### src/rtl/sync_edge_detect.sv
`timescale 1ns/1ps
// Level synchronizer with registered rise/fall/selected-edge pulse outputs.
// SYNC_STAGES flops resynchronize din; one history flop feeds edge detection.
module sync_edge_detect #(
   parameter int SYNC_STAGES = 2,
   parameter int EDGE_MODE   = 2
) (
   input  logic clock,
   input  logic rst,
   input  logic din,
   output logic flag,
   output logic rise,
   output logic fall
);

   if (SYNC_STAGES < 2) begin : g_bad_stages
      $error("sync_edge_detect: SYNC_STAGES must be >= 2");
   end
   if (EDGE_MODE < 0 || EDGE_MODE > 2) begin : g_bad_mode
      $error("sync_edge_detect: EDGE_MODE must be 0, 1 or 2");
   end

   logic [SYNC_STAGES-1:0] sync_q, sync_d;
   logic                   dp_q;
   logic                   ds;
   logic                   rise_q, rise_d;
   logic                   fall_q, fall_d;
   logic                   flag_q, flag_d;

   assign ds = sync_q[SYNC_STAGES-1];

   always_comb begin
      sync_d = {sync_q[SYNC_STAGES-2:0], din};
      rise_d = ds & ~dp_q;
      fall_d = ~ds & dp_q;
      case (EDGE_MODE)
         0:       flag_d = rise_d;
         1:       flag_d = fall_d;
         default: flag_d = rise_d | fall_d;
      endcase
   end

   // NOTE: non-blocking assignments so every flop samples the pre-edge values of its neighbours.
   always_ff @(posedge clock or posedge rst) begin
      if (rst) begin
         sync_q <= '0;
         dp_q   <= 1'b0;
         rise_q <= 1'b0;
         fall_q <= 1'b0;
         flag_q <= 1'b0;
      end else begin
         sync_q <= sync_d;
         dp_q   <= ds;
         rise_q <= rise_d;
         fall_q <= fall_d;
         flag_q <= flag_d;
      end
   end

   assign rise = rise_q;
   assign fall = fall_q;
   assign flag = flag_q;

endmodule

### config.mk
export PLATFORM = sky130hd
export DESIGN_NAME = sync_edge_detect
export DESIGN_NICKNAME = d
export VERILOG_FILES = /design/src/rtl/sync_edge_detect.sv
export SDC_FILE = /design/constraint.sdc
export NUM_CORES = 1
export LEC_CHECK = 0
export ABC_AREA = 0
export BUFFER_PORTS_ARGS = -buffer_cell sky130_fd_sc_hd__buf_2
export CAP_MARGIN = 20
export CORE_AREA = 2 2 39 41
export DETAILED_ROUTE_END_ITERATION = 12
export DIE_AREA = 0 0 41 43
export GPL_ROUTABILITY_DRIVEN = 0
export HOLD_SLACK_MARGIN = 0.1
export SYNTH_ARGS = -nofsm -noshare
export SYNTH_HDL_FRONTEND = slang
export SYNTH_SLANG_ARGS = --single-unit
### constraint.sdc
create_clock -name clock -period 0.8 [get_ports clock]
set_input_delay 0.16 -clock clock [delete_from_list [all_inputs] [get_ports clock]]
set_output_delay 0.16 -clock clock [all_outputs]
set_load 0.05 [all_outputs]
==> flow_summary.toml <==
[global_route]
grt_max_degree = 7
grt-ovfl-total = 0
antenna_found_initial = 0
grt_pass1_wl_um = 407
grt_usage_pct = 4.449
grt_pass1_vias = 114

[layout]
seqCellArea_um2 = 150.1
syn_to_final_growth_pct = 55.92
multi_input_area_um2 = 25.02
fillerInstances = 143
final_cells = 38
layout-drive-gt1-share_pct = 36.36
nNetsFinal = 29
diodes = 0

[min_path]
min_path_type = "register to register"
hold_depth = 0

[sta]
clock.fmax_mhz = 1088
setup_violations = 3
clock_skew_ns = 0.001618
finalWorstSetupSlack_ns = -0.1192
final.min_clock_period_ns = 0.9192
max_slew_margin_pct = 85.49
grt_setup_unrepaired = "yes"
post-route-period-util_pct = 114.9
hold_violations = 0
max_slew.worst_pin.slew_ns = 0.2175
final-max-slew-violation-count = 0

[clock_tree]
clockRootBuffer = "clkbuf_4"
clock_latency_ns = 0.24
cts_setup_buffers = 0
cts_buffers = 3
clkSinkCount = 6
cts_buffer_depth = 2
path_clk_slew_ns = 0.04
ctsHtreeMaxLevel = 1
cts_tree = "built"

[pwr]
p_per_area_mw_per_mm2 = 2295
peakVddDrop_uv = 948.9
p_leak_nw = 0.1576

[routing]
routed_wl_um = 232
dr.pass1.iters = 1
wl_per_cell_um = 6.105
drt_iter0_drc = 0
postRouteAntennaNets = 0
viasPerCell = 2.895
remaining_drc_errors = 0
vias = 110

[critical_path]
path_cells = "buf_6"
cp.depth = 1
reg2reg_depth = 3
crit_required_ns = 0.64
start_kind = "register"
crit_arrival_ns = 0.76
cp-end-kind = "output pin"
crit_fanout = 1
slowest_stage = "dfrtp_1"
critPathKind = "register to output pin"
cpLargestDelayFamily = "flip-flops"
cp.buffers_inverters = 1
critical_path.max_stage_delay_ns = 0.37

[placed_design]
dp.cells = 33
preCtsSetupSlack_ns = -0.01154
io_buffers = 5

[floorplan]
rows = 14
core-area_mm2 = 0.001384
dieArea_mm2 = 0.001763
ios = 6
die_y_um = 43
fp.dieW_um = 41
initial_core_util_pct = 13.74

[logic_synthesis]
synth.area.top_cells = "dfrtp_1 (79%), ha_1 (13%), inv_1 (7.9%)"
yosysWarnings = 0
synth_cell_types = 3
synth_top_area_share_pct = 78.95
avgSynthCellArea_um2 = 15.85
syn_area_um2 = 190.2
synth-seq-cells = 6
syn-instance-count = 12
syn_nets = 17
synth_largest_area_cell = "dfrtp_1"
seq_area_frac_synth_pct = 78.95

[status]
violations = "negative setup slack"
status = "finished with violations"

[job]
maxCapViolCount = 0
-- through the flow --
| stage | utilization (%) | area [um2] | power, W | setup TNS, ns | hold slack [ns] |
|---|---|---|---|---|---|
| 6_report | 21.43 | 296.5 | 0.0006806 | -0.3379 | 0.3452 |
| 3_5_place_dp | 17.00 | 235.2 | 0.0004010 | -0.01154 | 0.08082 |
| 5_1_grt | 21.43 | 296.5 | 0.0007392 | -0.4683 | 0.3616 |
| 2_1_floorplan | - | 190.2 | 0.0003821 | 0 | -0.04904 |
| 4_1_cts | 21.43 | 296.5 | 0.0007021 | -0.3882 | 0.3484 |
| 3_3_place_gp | 17.00 | 235.2 | 0.0004004 | -0.001745 | 0.07538 |
-- registers in the layout, summed over array words and instances, names as in the netlist --
register and cells:
rise 1, sync_q 2, flag 1, dp_q 1, fall 1
-- kinds of logic (layout without fill, tap and decap cells) --
kind of cell  count (synthesis)  after routing  synth area share, %
flops                         6              6                78.95
buf+inv                       4             14                7.892
fa+ha+maj                     2              2                13.16
-- layout by cell type (no fill, tap or decap) --
cell type,n
dfrtp_1,6
inv_1,4
clkbuf_4,3
buf_6,3
ha_1,2
dlygate4sd3_1,2
buf_2,2
-- where the power goes --
part	internal (W)	total (W)	switching, W
Sequential	0.000323	0.000331	0.00000810
Clock	0.000169	0.000263	0.0000943
Combinational	0.0000336	0.0000867	0.0000531
-- per-layer routing --
layer | wire, um | share of wire (%) | track usage, % | vias to the layer above
met5 | 0 | 0 | 0 | -
met4 | 0 | 0 | 2.000 | 0
met3 | 41 | 18 | 7.853 | 0
met2 | 98 | 42 | 5.313 | 8
met1 | 92 | 40 | 2.961 | 47
li1 | - | - | - | 55
-- repair_timing --
| action | 4_1_cts | 5_1_grt |
|---|---|---|
| endpoints found under the setup margin | 4 | 4 |
| hold endpoints to repair | 7 | 0 |
| gates resized for setup | 6 | 0 |
| hold buffers | 2 | 0 |
| pin swaps | 1 | 0 |
-- Yosys cell counts --
| library cell | n |
|---|---|
| dfrtp_1 | 6 |
| inv_1 | 4 |
| ha_1 | 2 |
-- worst paths after layout --
check,from,endpoint,slack (ns)
min in group asynchronous,rst,fall,0.38
max in group asynchronous,rst,sync_q[1],0.24
hold / removal,sync_q[0],sync_q[1],0.35
setup reg to reg,sync_q[1],flag,0
hold reg to reg,sync_q[0],sync_q[1],0.35
setup / recovery,rise,rise,-0.12
-- cell type report --
| type | count | share of cell area [%] |
|---|---|---|
| sequential | 6 | 50.63 |
| timing repair buffer | 7 | 21.52 |
| multi-input combinational | 2 | 8.439 |
| clock buffer | 3 | 7.595 |
| tap | 16 | 6.751 |
| inverter | 4 | 5.063 |
(Power assumes the default switching activity.)
